===== src/rtl/proj_gfm_collector.sv =====
// proj_gfm_collector: rebuilds one-hot fragments from their parts, clips
// bases that fall before position 0, and queues results in a 2-entry FIFO.
module proj_gfm_collector #(
    parameter int FRAG_LEN          = 64,
    parameter int PART_BASES        = 16,
    parameter int ONE_HOT_LEN       = 4,
    parameter int SIGNED_INDICE_LEN = 17,
    localparam int PARTS  = FRAG_LEN / PART_BASES,
    localparam int PART_W = PART_BASES * ONE_HOT_LEN,
    localparam int CLIP_W = $clog2(FRAG_LEN + 1),
    localparam int GFM_W  = FRAG_LEN * ONE_HOT_LEN,
    localparam int IDX_W  = SIGNED_INDICE_LEN - 1
) (
    input  logic                         clk,
    input  logic                         rst_n,
    input  logic                         in_valid,
    input  logic [SIGNED_INDICE_LEN-1:0] in_index,
    input  logic [PART_W-1:0]            in_gfm,
    output logic                         out_valid,
    input  logic                         out_ready,
    output logic [IDX_W-1:0]             out_start_index,
    output logic [GFM_W-1:0]             out_gfm,
    output logic [CLIP_W-1:0]            out_clip,
    output logic                         overflow
);

    localparam int PI_W = (PARTS > 1) ? $clog2(PARTS) : 1;
    localparam logic [PI_W-1:0] LAST = PI_W'(PARTS - 1);

    logic [PI_W-1:0]              part_idx;
    logic [SIGNED_INDICE_LEN-1:0] idx_reg;
    logic [PART_W-1:0]            asm_q [PARTS];

    logic [IDX_W-1:0]  mem_idx  [2];
    logic [GFM_W-1:0]  mem_gfm  [2];
    logic [CLIP_W-1:0] mem_clip [2];
    logic              rd_ptr;
    logic              wr_ptr;
    logic [1:0]        count;

    logic [SIGNED_INDICE_LEN-1:0] idx_use;
    logic [SIGNED_INDICE_LEN-1:0] neg;
    logic [GFM_W-1:0]             frag;
    logic [GFM_W-1:0]             push_gfm;
    logic [CLIP_W-1:0]            push_clip;
    logic [IDX_W-1:0]             push_idx;

    logic              push;
    logic              pop;
    logic              do_write;
    logic              rd_nx;
    logic              wr_nx;
    logic [1:0]        count_nx;
    logic [IDX_W-1:0]  head_idx;
    logic [GFM_W-1:0]  head_gfm;
    logic [CLIP_W-1:0] head_clip;

    // Fragment view with the part arriving this cycle merged in.
    always_comb begin
        idx_use = (part_idx == '0) ? in_index : idx_reg;
        neg     = '0 - idx_use;
        for (int p = 0; p < PARTS; p++) begin
            frag[p*PART_W +: PART_W] =
                (PI_W'(p) == part_idx) ? in_gfm : asm_q[p];
        end
        push_idx  = '0;
        push_clip = '0;
        if (idx_use[SIGNED_INDICE_LEN-1]) begin
            if (neg >= SIGNED_INDICE_LEN'(FRAG_LEN))
                push_clip = CLIP_W'(FRAG_LEN);
            else
                push_clip = neg[CLIP_W-1:0];
        end else begin
            push_idx = idx_use[IDX_W-1:0];
        end
        push_gfm = frag;
        for (int b = 0; b < FRAG_LEN; b++) begin
            if (CLIP_W'(b) < push_clip)
                push_gfm[b*ONE_HOT_LEN +: ONE_HOT_LEN] = '0;
        end
    end

    // Output regs are loaded with the next head so a push into an
    // empty buffer is visible right after the completing edge.
    always_comb begin
        push     = in_valid && (part_idx == LAST);
        pop      = out_valid && out_ready;
        do_write = push && ((count != 2'd2) || pop);
        rd_nx    = rd_ptr ^ pop;
        wr_nx    = wr_ptr ^ do_write;
        unique case ({do_write, pop})
            2'b10:   count_nx = count + 2'd1;
            2'b01:   count_nx = count - 2'd1;
            default: count_nx = count;
        endcase
        if (do_write && (wr_ptr == rd_nx)) begin
            head_idx  = push_idx;
            head_gfm  = push_gfm;
            head_clip = push_clip;
        end else begin
            head_idx  = mem_idx[rd_nx];
            head_gfm  = mem_gfm[rd_nx];
            head_clip = mem_clip[rd_nx];
        end
    end

    always_ff @(posedge clk or negedge rst_n) begin
        if (!rst_n) begin
            part_idx        <= '0;
            idx_reg         <= '0;
            for (int p = 0; p < PARTS; p++) asm_q[p] <= '0;
            for (int e = 0; e < 2; e++) begin
                mem_idx[e]  <= '0;
                mem_gfm[e]  <= '0;
                mem_clip[e] <= '0;
            end
            rd_ptr          <= 1'b0;
            wr_ptr          <= 1'b0;
            count           <= '0;
            overflow        <= 1'b0;
            out_valid       <= 1'b0;
            out_start_index <= '0;
            out_gfm         <= '0;
            out_clip        <= '0;
        end else begin
            if (in_valid) begin
                part_idx <= (part_idx == LAST) ? '0 : part_idx + 1'b1;
                asm_q[part_idx] <= in_gfm;
                if (part_idx == '0) idx_reg <= in_index;
            end
            if (do_write) begin
                mem_idx[wr_ptr]  <= push_idx;
                mem_gfm[wr_ptr]  <= push_gfm;
                mem_clip[wr_ptr] <= push_clip;
            end
            if (push && !do_write) overflow <= 1'b1;
            rd_ptr          <= rd_nx;
            wr_ptr          <= wr_nx;
            count           <= count_nx;
            out_valid       <= (count_nx != 2'd0);
            out_start_index <= head_idx;
            out_gfm         <= head_gfm;
            out_clip        <= head_clip;
        end
    end

endmodule


===== config.mk =====
export PLATFORM = sky130hd
export DESIGN_NAME = proj_gfm_collector
export DESIGN_NICKNAME = d
export VERILOG_FILES = /design/src/rtl/proj_gfm_collector.sv
export SDC_FILE = /design/constraint.sdc
export NUM_CORES = 2
export LEC_CHECK = 0
export CAP_MARGIN = 10
export CORE_ASPECT_RATIO = 0.8
export CORE_MARGIN = 4
export CORE_UTILIZATION = 50
export CTS_CLUSTER_DIAMETER = 150
export DETAILED_ROUTE_END_ITERATION = 10
export PLACE_DENSITY = 0.8
export SYNTH_ARGS = -nofsm -noshare
export SYNTH_HDL_FRONTEND = slang
export SYNTH_SLANG_ARGS = --single-unit

===== constraint.sdc =====
create_clock -name clk -period 5.9 [get_ports clk]
set_input_delay 1.475 -clock clk [delete_from_list [all_inputs] [get_ports clk]]
set_output_delay 1.475 -clock clk [all_outputs]
set_load 0.05 [all_outputs]

==> flow_summary.ini <==
[power_and_ir_drop]
intPower_w = 0.0222
power_density_nw_per_um2 = 659
p_sw_share_pct = 44.8
pwr-share-clk_pct = 18.1
switchingPower_w = 0.0180
p_leak_nw = 25.6
ir_worst_vdd_uv = 640
p_seq_share_pct = 32.8
comb_power_share_pct = 49.1

[synthesis]
yosysSeqAreaShare_pct = 53.5
syn_nets = 5501
yosys_warnings = 0
synth_edf_count = 0
synth_area_sq_um = 52300
synth_seq_cells = 1118
synthTopCellsByCount = 1118 x dfrtp_1, 684 x nand2_1, 622 x a21oi_1
synth_top_area_cell = dfrtp_1
synthArstFlopShare_pct = 100
synth_ff_type = dfrtp_1
synth.area.top_cells = dfrtp_1 54%, mux2_2 8.7%, a21oi_1 6.0%
synth.avg_cell_area_sq_um = 9.67
synth.most_common_cell = dfrtp_1
synth.top_cell.area_share_pct = 53.5
synth_cell_types = 69
synth_cells = 5407

[clocking]
insertion_delay_ps = 700
cts_tree = built
cts_buffers = 109
post_cts_resized = 0
postCtsSetupBuffers = 0
numClockSinks = 1118
clk_path_buf_depth = 3
cts_hold_buffers = 0
ctsRootBufferMaster = clkbuf_16
cts.reportedPaths.clkPinSlew_ps = 60
htreeDepth = 3

[global_route]
track_usage_pct = 30.7
grt_max_degree = 159
grt_pass1_vias = 43300
overflow = 0
antenna_found_initial = 12
grt_pass1_wl_microns = 263000

[placed_design]
place_inst = 6829
placed_cell_area_sq_um = 57300
finalWeightedCongestion = 0.880
port_buffers = 365
dpl.hpwl_microns = 108000

[timing]
maxSlewHeadroom_pct = 20.4
tightest_slew_ps = 1190
fin_crit_sh_pct = 86.4
setup_viol = 0
min_period_ps = 5100
max_freq_mhz = 196
rsz0062_at_grt = no
slew_viol_final = 0
finClkSkew_ps = 27.6
tns_ps = 0
hold_violations = 0

[run]
maxCapViolations = 0

[critical_path]
worstPathArrival_ps = 5700
start_kind = flip-flop
crit_path_end_kind = flip-flop
path_class = reg2reg
rrSetupSlack_ps = 800
required_ps = 6500
crit_fanout = 43

[detailed_routing]
drt_pass1_iterations = 7
drt-met1-wl_microns = 68200
post-route-drc-count = 0
viasPerCell = 6.26
met3_wirelength_microns = 22200
num_vias = 44100
routedWlPerCell_microns = 24.6
wl_met2_microns = 74200
ant_nets = 0
finalWirelength_microns = 173000
drt_iter0_drc = 6063
highest_layer = met5

[die]
pin_count = 366
die_area_sq_um = 110000
die_h_microns = 297
dieWidth_microns = 370
core_area_sq_um = 103000
start_util_pct = 50.7
rows = 105

[cells_and_area]
final_util_pct = 59.2
final_layout_size_suffix_gt1_share_pct = 13.5
fin_cells = 7040
registers.top_by_ff_count = mem_gfm
fillers = 8227
top_regs = mem_gfm x512, asm_q x256, out_gfm x256
syn2layout_area_growth_pct = 16.8
final_nets = 5645
largest_reg_flops = 512
final_cell_area_sq_um = 61100

[worst_hold_path]
hold_class = reg2reg

[status]
status = completed
logic make-up (layout without fill, tap and decap cells):
kind of cell    Yosys count  count (layout)  share of synthesized area, %
simple gates           1552            1552                          12.6
compound gates         1392            1392                          14.7
flops                  1118            1118                          53.5
buf+inv                 665             896                          5.13
mux                     658             658                          13.6
xor+xnor                 13              13                         0.232
fa+ha+maj                 9               9                         0.215
other cells               0              11                             0
stage by stage:
stage               total power (W)  hold WS (ps)  setup slack, ps
detailed placement           0.0324           471              269
floorplan                    0.0258           452             1280
global placement             0.0318           467              441
finish                       0.0402           498              804
CTS                          0.0399           492              936
global route                 0.0423           507              587
worst max-delay path, cell delays in order, from the launching register on:
cell and delay, ps:
dfrtp_1 460, inv_1 220, ha_4 410, buf_4 460
mux2i_1 520, a21boi_0 400, and4_1 270, o21ai_1 140
a22oi_4 450, buf_4 520, nand4_1 680, a21oi_1 360
path summary, 6_finish.rpt:
kind,start,to,cells past startpoint
max reg2reg,part_idx[0],out_gfm[142],11
min reg2reg,mem_clip[11],mem_clip[11],2
max in group asynchronous,rst_n,asm_q[36],2
max,part_idx[0],out_gfm[142],11
min,mem_clip[11],mem_clip[11],2
min in group asynchronous,rst_n,out_gfm[84],1
cells in the final DEF, fill, tap and decap left out, types with 54 or more instances in the layout:
cell type / count
o22ai_1: 245
mux2i_1: 251
inv_1: 219
nand4_1: 54
clkdlybuf4s50_1: 364
buf_4: 79
dfrtp_1: 1118
mux2_2: 404
nand2_1: 679
nor2_1: 532
nand3_1: 163
clkbuf_16: 110
a21oi_1: 622
o21ai_0: 379
power groups by stage:
stage	registers [W]	logic, W	clock network (W)
after global routing	0.0135	0.0211	0.00765
after CTS	0.0131	0.0194	0.00733
after floorplan	0.0153	0.0105	0
final	0.0132	0.0198	0.00728
after global placement	0.0131	0.0187	0
after detailed placement	0.0132	0.0192	0
cell type report:
cell class	instances	area [sq um]	area share, %
inverter	220	833	1.36
clock inverter	52	626	1.02
antenna	11	27.5	0.0451
tap	1391	1740	2.85
multi-input combinational	3624	21900	35.8
sequential	1118	28000	45.8
clock buffer	146	3080	5.04
timing repair buffer	478	4920	8.06
routing by layer:
metal	vias to the layer above	global-route usage, %
li1	19000	-
met1	21800	42.5
met2	2732	44.2
met3	473	9.93
met4	4	13.8
met5	-	0
Note: power is estimated with default switching activity, not from simulation.
